### config.mk
export PLATFORM = sky130hd
export DESIGN_NAME = fwd_hazard_unit_flat
export DESIGN_NICKNAME = d
export VERILOG_FILES = /design/src/rtl/fwd_hazard_unit_if.sv /design/src/rtl/fwd_hazard_unit.sv /design/src/flat_wrapper.sv
export SDC_FILE = /design/constraint.sdc
export NUM_CORES = 1
export LEC_CHECK = 0
export BUFFER_PORTS_ARGS = -buffer_cell sky130_fd_sc_hd__buf_2
export CAP_MARGIN = 5
export CORE_ASPECT_RATIO = 0.5
export CORE_MARGIN = 2
export CORE_UTILIZATION = 47
export CTS_CLUSTER_SIZE = 14
export DETAILED_ROUTE_END_ITERATION = 16
export GPL_TIMING_DRIVEN = 1
export HOLD_SLACK_MARGIN = 0.1
export MAX_ROUTING_LAYER = met4
export PLACE_DENSITY = 0.72
export SYNTH_ARGS = -nofsm -noshare
export SYNTH_HDL_FRONTEND = slang
export SYNTH_SLANG_ARGS = --single-unit
### constraint.sdc
create_clock -name clk -period 16.4 [get_ports clk]
set_input_delay 1.64 -clock clk [delete_from_list [all_inputs] [get_ports clk]]
set_output_delay 1.64 -clock clk [all_outputs]
set_load 0.005 [all_outputs]
### src/rtl/fwd_hazard_unit_if.sv
// ID/EX/MEM hazard-unit signal bundle; master drives the pipeline side, slave is the hazard unit.
interface fwd_hazard_unit_if #(
   parameter int NUM_SRC = 2,
   parameter int AW      = 5,
   parameter int LAT_W   = 4,
   parameter int MAX_MC  = 4
);
   localparam int CW   = $clog2(MAX_MC + 1);
   localparam int NREG = 1 << AW;

   logic                    id_valid;
   logic                    id_flush;
   logic [NUM_SRC*AW-1:0]   id_rs_addr;
   logic [NUM_SRC-1:0]      id_rs_used;
   logic [AW-1:0]           id_rd_addr;
   logic                    id_reg_write;
   logic [LAT_W-1:0]        id_lat;
   logic [AW-1:0]           ex_rd_addr;
   logic                    ex_reg_write;
   logic                    ex_mem_read;
   logic [AW-1:0]           mem_rd_addr;
   logic                    mem_reg_write;
   logic                    id_stall;
   logic [NUM_SRC*2-1:0]    ex_fwd_sel;
   logic [CW-1:0]           mc_count;
   logic [NREG-1:0]         sb_busy;

   modport master (
      output id_valid, id_flush, id_rs_addr, id_rs_used, id_rd_addr, id_reg_write, id_lat,
             ex_rd_addr, ex_reg_write, ex_mem_read, mem_rd_addr, mem_reg_write,
      input  id_stall, ex_fwd_sel, mc_count, sb_busy
   );

   modport slave (
      input  id_valid, id_flush, id_rs_addr, id_rs_used, id_rd_addr, id_reg_write, id_lat,
             ex_rd_addr, ex_reg_write, ex_mem_read, mem_rd_addr, mem_reg_write,
      output id_stall, ex_fwd_sel, mc_count, sb_busy
   );
endinterface

### src/rtl/fwd_hazard_unit.sv
// Forward select, load-use/scoreboard stall and multi-cycle op tracking for the ID stage.
// id_stall is combinational; ex_fwd_sel, sb_busy and mc_count update on each rising edge.
module fwd_hazard_unit #(
   parameter int NUM_SRC = 2,
   parameter int AW      = 5,
   parameter int LAT_W   = 4,
   parameter int MAX_MC  = 4
) (
   input  logic             clk,
   input  logic             rst_n,
   fwd_hazard_unit_if.slave bus
);
   localparam int CW   = $clog2(MAX_MC + 1);
   localparam int NREG = 1 << AW;

   logic [LAT_W-1:0]     cnt_q [NREG];
   logic [LAT_W-1:0]     cnt_d [NREG];
   logic [NUM_SRC*2-1:0] fwd_q, fwd_d;
   logic [CW-1:0]        mc_q, mc_d, n_done;
   logic [NREG-1:0]      busy;
   logic [NUM_SRC-1:0]   m_ex, m_mem, rs_busy;
   logic                 load_use, raw_busy, waw_busy, mc_full;
   logic                 stall, advance, issue, rd_nz;

   always_comb begin
      busy = '0;
      for (int r = 0; r < NREG; r++) busy[r] = (cnt_q[r] != '0);
   end

   for (genvar k = 0; k < NUM_SRC; k++) begin : g_src
      logic [AW-1:0] rs_a;
      logic          live;
      assign rs_a       = bus.id_rs_addr[k*AW +: AW];
      assign live       = bus.id_rs_used[k] && (rs_a != '0);
      assign m_ex[k]    = live && bus.ex_reg_write  && (rs_a == bus.ex_rd_addr);
      assign m_mem[k]   = live && bus.mem_reg_write && (rs_a == bus.mem_rd_addr);
      assign rs_busy[k] = live && busy[rs_a];
      assign fwd_d[k*2 +: 2] = !advance ? 2'b00 :
                               m_ex[k]  ? 2'b10 :
                               m_mem[k] ? 2'b01 : 2'b00;
   end

   assign rd_nz    = (bus.id_rd_addr != '0);
   assign load_use = bus.ex_mem_read && (|m_ex);
   assign raw_busy = |rs_busy;
   assign waw_busy = bus.id_reg_write && rd_nz && busy[bus.id_rd_addr];
   assign mc_full  = (bus.id_lat != '0) && bus.id_reg_write && rd_nz && (mc_q == CW'(MAX_MC));
   assign stall    = rst_n && bus.id_valid && !bus.id_flush &&
                     (load_use || raw_busy || waw_busy || mc_full);
   assign advance  = bus.id_valid && !bus.id_flush && !stall;
   assign issue    = advance && bus.id_reg_write && rd_nz && (bus.id_lat != '0);

   // An issuing destination is never busy (waw check), so issue and decrement never collide.
   always_comb begin
      n_done = '0;
      for (int r = 0; r < NREG; r++) begin
         cnt_d[r] = (cnt_q[r] != '0) ? cnt_q[r] - 1'b1 : '0;
         if (cnt_q[r] == LAT_W'(1)) n_done = n_done + 1'b1;
         if (issue && (bus.id_rd_addr == AW'(r))) cnt_d[r] = bus.id_lat;
         if (r == 0) cnt_d[r] = '0;
      end
      mc_d = mc_q + CW'(issue) - n_done;
   end

   always_ff @(posedge clk) begin
      if (!rst_n) begin
         for (int r = 0; r < NREG; r++) cnt_q[r] <= '0;
         fwd_q <= '0;
         mc_q  <= '0;
      end else begin
         for (int r = 0; r < NREG; r++) cnt_q[r] <= cnt_d[r];
         fwd_q <= fwd_d;
         mc_q  <= mc_d;
      end
   end

   assign bus.id_stall   = stall;
   assign bus.ex_fwd_sel = fwd_q;
   assign bus.mc_count   = mc_q;
   assign bus.sb_busy    = busy;
endmodule

### src/flat_wrapper.sv
// flat-port wrapper written by rule: the top's interface ports become plain ports
module fwd_hazard_unit_flat 
#(
   parameter int NUM_SRC = 2,
   parameter int AW      = 5,
   parameter int LAT_W   = 4,
   parameter int MAX_MC  = 4
)
  (clk, rst_n, bus_id_valid, bus_id_flush, bus_id_rs_addr, bus_id_rs_used, bus_id_rd_addr, bus_id_reg_write, bus_id_lat, bus_ex_rd_addr, bus_ex_reg_write, bus_ex_mem_read, bus_mem_rd_addr, bus_mem_reg_write, bus_id_stall, bus_ex_fwd_sel, bus_mc_count, bus_sb_busy);
  fwd_hazard_unit_if #(.NUM_SRC(NUM_SRC), .AW(AW), .LAT_W(LAT_W), .MAX_MC(MAX_MC)) bus_i ();
  input  logic clk;
  input  logic rst_n;
  input wire logic [$bits(bus_i.id_valid)-1:0] bus_id_valid;
  input wire logic [$bits(bus_i.id_flush)-1:0] bus_id_flush;
  input wire logic [$bits(bus_i.id_rs_addr)-1:0] bus_id_rs_addr;
  input wire logic [$bits(bus_i.id_rs_used)-1:0] bus_id_rs_used;
  input wire logic [$bits(bus_i.id_rd_addr)-1:0] bus_id_rd_addr;
  input wire logic [$bits(bus_i.id_reg_write)-1:0] bus_id_reg_write;
  input wire logic [$bits(bus_i.id_lat)-1:0] bus_id_lat;
  input wire logic [$bits(bus_i.ex_rd_addr)-1:0] bus_ex_rd_addr;
  input wire logic [$bits(bus_i.ex_reg_write)-1:0] bus_ex_reg_write;
  input wire logic [$bits(bus_i.ex_mem_read)-1:0] bus_ex_mem_read;
  input wire logic [$bits(bus_i.mem_rd_addr)-1:0] bus_mem_rd_addr;
  input wire logic [$bits(bus_i.mem_reg_write)-1:0] bus_mem_reg_write;
  output wire logic [$bits(bus_i.id_stall)-1:0] bus_id_stall;
  output wire logic [$bits(bus_i.ex_fwd_sel)-1:0] bus_ex_fwd_sel;
  output wire logic [$bits(bus_i.mc_count)-1:0] bus_mc_count;
  output wire logic [$bits(bus_i.sb_busy)-1:0] bus_sb_busy;
  assign bus_i.id_valid = bus_id_valid;
  assign bus_i.id_flush = bus_id_flush;
  assign bus_i.id_rs_addr = bus_id_rs_addr;
  assign bus_i.id_rs_used = bus_id_rs_used;
  assign bus_i.id_rd_addr = bus_id_rd_addr;
  assign bus_i.id_reg_write = bus_id_reg_write;
  assign bus_i.id_lat = bus_id_lat;
  assign bus_i.ex_rd_addr = bus_ex_rd_addr;
  assign bus_i.ex_reg_write = bus_ex_reg_write;
  assign bus_i.ex_mem_read = bus_ex_mem_read;
  assign bus_i.mem_rd_addr = bus_mem_rd_addr;
  assign bus_i.mem_reg_write = bus_mem_reg_write;
  assign bus_id_stall = bus_i.id_stall;
  assign bus_ex_fwd_sel = bus_i.ex_fwd_sel;
  assign bus_mc_count = bus_i.mc_count;
  assign bus_sb_busy = bus_i.sb_busy;
  fwd_hazard_unit #(.NUM_SRC(NUM_SRC), .AW(AW), .LAT_W(LAT_W), .MAX_MC(MAX_MC)) u_core (.clk(clk), .rst_n(rst_n), .bus(bus_i));
endmodule
# [Word-level counts from Yosys, hierarchy flattened]
# Memory sizes are Yosys's and may differ from the RTL's.
# Cells that the tools add are included.
[totals] output_inout_bits=40 ff_bits=7 mem_bits_rw=128 wordCells=415 mem_count=1 inputBits=39
[classes] eq_ne=68 reduce_logical=103 n_mux=138 n_addsub=64 n_bitwise=34 magnitude_cmp=3
[memory_table] memory="u_core.cnt_q" words=32 word_bits=4 read_ports=32 rd_ports_with_merged_regs=0 wr=32 line="fwd_hazard_unit.sv:16" rtl="logic [LAT_W-1:0] cnt_q [NREG];"
[ops] op="2-to-1 mux 4 bit" n=94
[ops] op="nonzero test 4 bit" n=33
[ops] op="== test 4 x 1 -> 1 bit, second input constant" n=32
[ops] op="subtractor 4 x 1 -> 4 bit, second input constant" n=31
[ops] op="2-to-1 mux 3 bit" n=31
[ops] op="adder 3 x 1 -> 3 bit, second input constant" n=30
[ops] op="== test 5 bit, second input constant" n=16
[ops] op="logical AND 1 bit" n=57
[ops] op="== test 5 x 4 -> 1 bit, second input constant" n=8
[ops] op="OR 1 bit" n=32
[ops] op="== test 5 x 3 -> 1 bit, second input constant" n=4
[ops] op="== test 5 bit" n=4
[ops] op="less-than comparator 5 x 6 -> 1 bit, second input constant" n=3
[ops] op="binary-select mux 1 bit (select 5 bit)" n=3
[ops] op="nonzero test 5 bit" n=3
[ops] op="== test 5 x 2 -> 1 bit, second input constant" n=2
[ops] op="2-to-1 mux 1 bit" n=8
[ops] op="OR reduction 3 bit" n=2
[ops] op="== test 5 x 1 -> 1 bit, second input constant" n=1
[ops] op="2-to-1 mux 2 bit" n=2
[ops] op="OR reduction 2 bit" n=2
[ops] op="adder 3 x 1 -> 3 bit" n=1
[ops] op="== test 3 bit, second input constant" n=1
[ops] op="logical OR 1 bit" n=3
[ops] op="other kinds (5)" n=7

# [Longest topological paths before layout]
# An unclocked memory read counts as a cell.
[depth] word_depth=66 mapped_depth=95 depth_no_buf=95

# [Worst setup path after synthesis]
# No wires, ideal clock.
[synth_path] path_type="reg-to-reg" from="memory u_core.cnt_q[1][0] (netlist: u_core.cnt_q[0][4])" to="register u_core.mc_q[2] (netlist: u_core.bus.mc_count[2])" slack_ns=-0.528 period_less_slack_ns=16.928 path_stages_with_launch=93 required_ns=16.283 n_path_buf=0 arrival_time_ns=16.811 setup_ns=0.117 cell_sequence="dfxtp_1 > nor4b_1 > ha_1 > xnor2_4 > xnor2_1 > o21ai_0 > ha_1 > xnor2_1 > and3_1 > a211o_1 > o21ai_0 > ha_1 > nand2_1 > o31ai_1 > o21ai_0 > xnor2_1 > a21oi_1 > ha_1 > (+57 left out) > o22ai_1 > a21oi_1 > ha_1 > mux2i_1 > ha_1 > inv_1 > fa_1 > xor2_1 > xnor2_1 > xnor2_1 > xnor2_1 > xnor2_1 > xnor2_1 > nor2_1 > a22oi_1 > nor2_1 > a221o_1 > a32o_1"
[synth_lines] item="start, declared" line="fwd_hazard_unit.sv:16"
[synth_lines] item="end signal, assigned" line="fwd_hazard_unit.sv:73" rtl="mc_q <= mc_d;"
[synth_lines] item="end, declared" line="fwd_hazard_unit.sv:19" rtl="logic [CW-1:0] mc_q, mc_d, n_done;"

==> results.sh <==
export IMPL_outcome="finished, violations left"
export IMPL_failed_checks="negative setup slack"
export IMPL_dieWidth_um=220.1
export IMPL_rsz0062_at_grt="true"
export IMPL_crit_fanout=3
export IMPL_fill_cells=1952
export IMPL_async_reset_ff_share_pct=0
export IMPL_ys_seq_area_share_pct=23.90
export IMPL_worst_setup_path_type="register to register"
export IMPL_crit_top_cell="xnor2_1"
export IMPL_power_w=0.0009593
export IMPL_p_leak_nw=5.431
export IMPL_cts_tree="done"
export IMPL_hold_viol_final=0
export IMPL_final_seq_area_um2=2625
export IMPL_cts_hold_buf=0
export IMPL_overflow=0
export IMPL_cp_arrival_ns=17.20
export IMPL_worstSkewPairLatency_ns=0.42
export IMPL_setup_viol=1
export IMPL_final_common_cell="nand2_1"
export IMPL_relSlewSlack_pct=24.18
export IMPL_worstPathRequired_ns=16.70
export IMPL_dieArea_um2=24660
export IMPL_start_kind="register"
export IMPL_antenna_left=0
export IMPL_n_antenna_cell=0
export IMPL_avgViaCountPerCell=5.993
export IMPL_dp_slack_ns=-0.8253
export IMPL_ir_drop_mv=0.04440
export IMPL_gp_congestion=0.9028
export IMPL_period_minus_slack_ns=16.90
export IMPL_grt_first_pass_wirelength_mm=50.15
export IMPL_h_tree_depth=4
export IMPL_multi_input_area_um2=8362
export IMPL_fp_dieH_um=112.0
export IMPL_drive_gt1_share_pct=22.75
export IMPL_drt_initial_drc_count=1221
export IMPL_area_growth_pct=20.85
export IMPL_clkSlewWorstSetupHoldPaths_ns=0.06
export IMPL_cp_slowest_stage_delay_ns=0.40
export IMPL_tns_ns=-0.5047
export IMPL_numPortBuffers=77
export IMPL_clock_path_buffers=2
export IMPL_stdcell_count=1771
export IMPL_routedWlPerCell_um=17.76
export IMPL_antenna_found_initial=0
export IMPL_cts_sinks=131
export IMPL_drv_slew=0
export IMPL_syn_nets=1397
export IMPL_wl_mm=31.46
export IMPL_end_kind="register"
export IMPL_critPathTopFamily="compound AO/OA/AOI/OAI gates"
export IMPL_postLayoutCoreUtil_pct=57.94
export IMPL_setup_ws_ns=-0.5047
export IMPL_maxCapViolations=0
export IMPL_start_util_pct=47.94
export IMPL_postSynthAreaPerCell_um2=8.293
export IMPL_dp_cells=1718
export IMPL_grt_util_all_layers_pct=26.14
export IMPL_grt_pass1_vias=9949
export IMPL_yosysWarnings=0
export IMPL_cts_root_buffer="clkbuf_16"
export IMPL_fmax_mhz=59.16
export IMPL_final_cell_mix="nand2_1 (154), dfxtp_1 (129), nor2_1 (104)"
export IMPL_firstDrtPassIters=7
export IMPL_syn_area_um2=10970
export IMPL_num_rows=39
export IMPL_hp_class="register to register"
export IMPL_place_hpwl_mm=21.62
export IMPL_vias=10610
export IMPL_p_per_area_nw_per_um2=72.35
export IMPL_worst_pin_slew_ns=1.127
export IMPL_final_nets=1525
export IMPL_postSynthCellCount=1323
export IMPL_ys_flop_type="dfxtp_1"
export IMPL_fin_skew_ns=0.01233
export IMPL_ys_ff_latch=131
export IMPL_fin_crit_sh_pct=103.1
export IMPL_drcViolationCount=0
export IMPL_yosys_cell_types_count=77
export IMPL_path_buf_inv=7
export IMPL_cpMaxStageDelayCell="nor4b_4"
export IMPL_cts_buffers=17
export IMPL_synth_edf_count=0
export IMPL_grt_max_degree=91
export IMPL_io_pins=79
export IMPL_core_um2=22890
[Yosys cell counts, drive strengths merged, types with 5 or more instances]
| master | n | area share (%) |
|---|---|---|
| a211o | 13 | 1.0 |
| a211oi | 8 | 0.55 |
| a21boi | 39 | 2.7 |
| a21oi | 29 | 1.3 |
| a221oi | 5 | 0.40 |
| a31oi | 5 | 0.34 |
| and2 | 6 | 0.34 |
| and3 | 5 | 0.29 |
| buf | 6 | 0.31 |
| clkbuf | 59 | 2.0 |
| dfxtp | 131 | 24 |
| ha | 34 | 3.9 |
| inv | 40 | 1.4 |
| mux2i | 39 | 3.6 |
| mux4 | 27 | 5.5 |
| nand2 | 157 | 5.4 |
| nand2b | 8 | 0.46 |
| nand3 | 31 | 1.4 |
| nand3b | 23 | 1.6 |
| nor2 | 106 | 3.6 |
| nor2b | 64 | 3.6 |
| nor3 | 44 | 2.0 |
| nor3b | 8 | 0.55 |
| nor4 | 22 | 1.3 |
| nor4b | 32 | 3.9 |
| o211a | 21 | 1.9 |
| o211ai | 21 | 1.4 |
| o21a | 5 | 0.34 |
| o21ai | 92 | 4.2 |
| o311a | 31 | 2.8 |
| o31a | 18 | 1.4 |
| or3 | 18 | 1.0 |
| xnor2 | 85 | 7.3 |
| xor2 | 39 | 3.5 |
[metal layers]
metal / track usage (%) / part of all wire, % / up-vias
met5: - / 0 / -
met4: 6.756 / 2.0 / 0
met3: 4.309 / 6.5 / 56
met2: 43.40 / 49 / 343
met1: 33.19 / 43 / 5104
li1: - / - / 5111
[timing repair]
action | CTS | global route
buffers inserted | 16 | 5
resized for setup | 30 | 31
endpoints found under the setup margin | 1 | 1
pin swaps | 69 | 57
[layout make-up]
type	instances	area share (%)
multi-input combinational	1087	63.06
sequential	131	19.80
timing repair buffer	174	8.568
clock buffer	19	3.341
tap	307	2.897
clock inverter	13	1.198
inverter	40	1.132
[stage by stage]
step | hold WS [ns] | area (um^2)
2_1_floorplan | 0.5749 | 11040
3_3_place_gp | 0.6043 | 12170
3_5_place_dp | 0.6236 | 12170
4_1_cts | 0.6328 | 13070
5_1_grt | 0.6689 | 13260
6_report | 0.6340 | 13260
[registers in the layout, summed over array words and instances, names as in the netlist]
name,flops
u_core.bus.ex_fwd_sel,4
u_core.bus.mc_count,3
u_core.cnt_q,124
[tightest hold or removal path: cells and delay by family (launching register included)]
family / cells / cell delay [ns]
compound gates: 3 / 0.24
flops: 1 / 0.34
[kinds of logic after synthesis]
family	after synthesis	share of synthesized area, %
xor gates and xnor gates	127	11.48
adders and majority gates	35	4.060
and+or+nand+nor	538	26.56
AOI/OAI and AO/OA	317	20.86
DFF	131	23.90
other	1	0.03418
muxes	69	9.408
buffers and inverters	105	3.695
[power breakdown]
| part | internal, W | switching (W) |
|---|---|---|
| clock network | 0.000243 | 0.000150 |
| registers | 0.000323 | 0.00000695 |
| logic | 0.000117 | 0.000119 |
[path summary, 6_finish.rpt]
kind	endpoint	slack [ns]	from	cells past startpoint
max reg2reg	u_core.bus.mc_count[2]$_SDFF_PN0_	-0.50	u_core.cnt_q[0][6]$_SDFF_PN0_	89
max	u_core.bus.mc_count[2]$_SDFF_PN0_	-0.50	u_core.cnt_q[0][6]$_SDFF_PN0_	89
min reg2reg	u_core.cnt_q[0][123]$_SDFF_PN0_	0.63	u_core.cnt_q[0][123]$_SDFF_PN0_	3
min	u_core.cnt_q[0][123]$_SDFF_PN0_	0.63	u_core.cnt_q[0][123]$_SDFF_PN0_	3
Power figures use the tool's default switching activity.
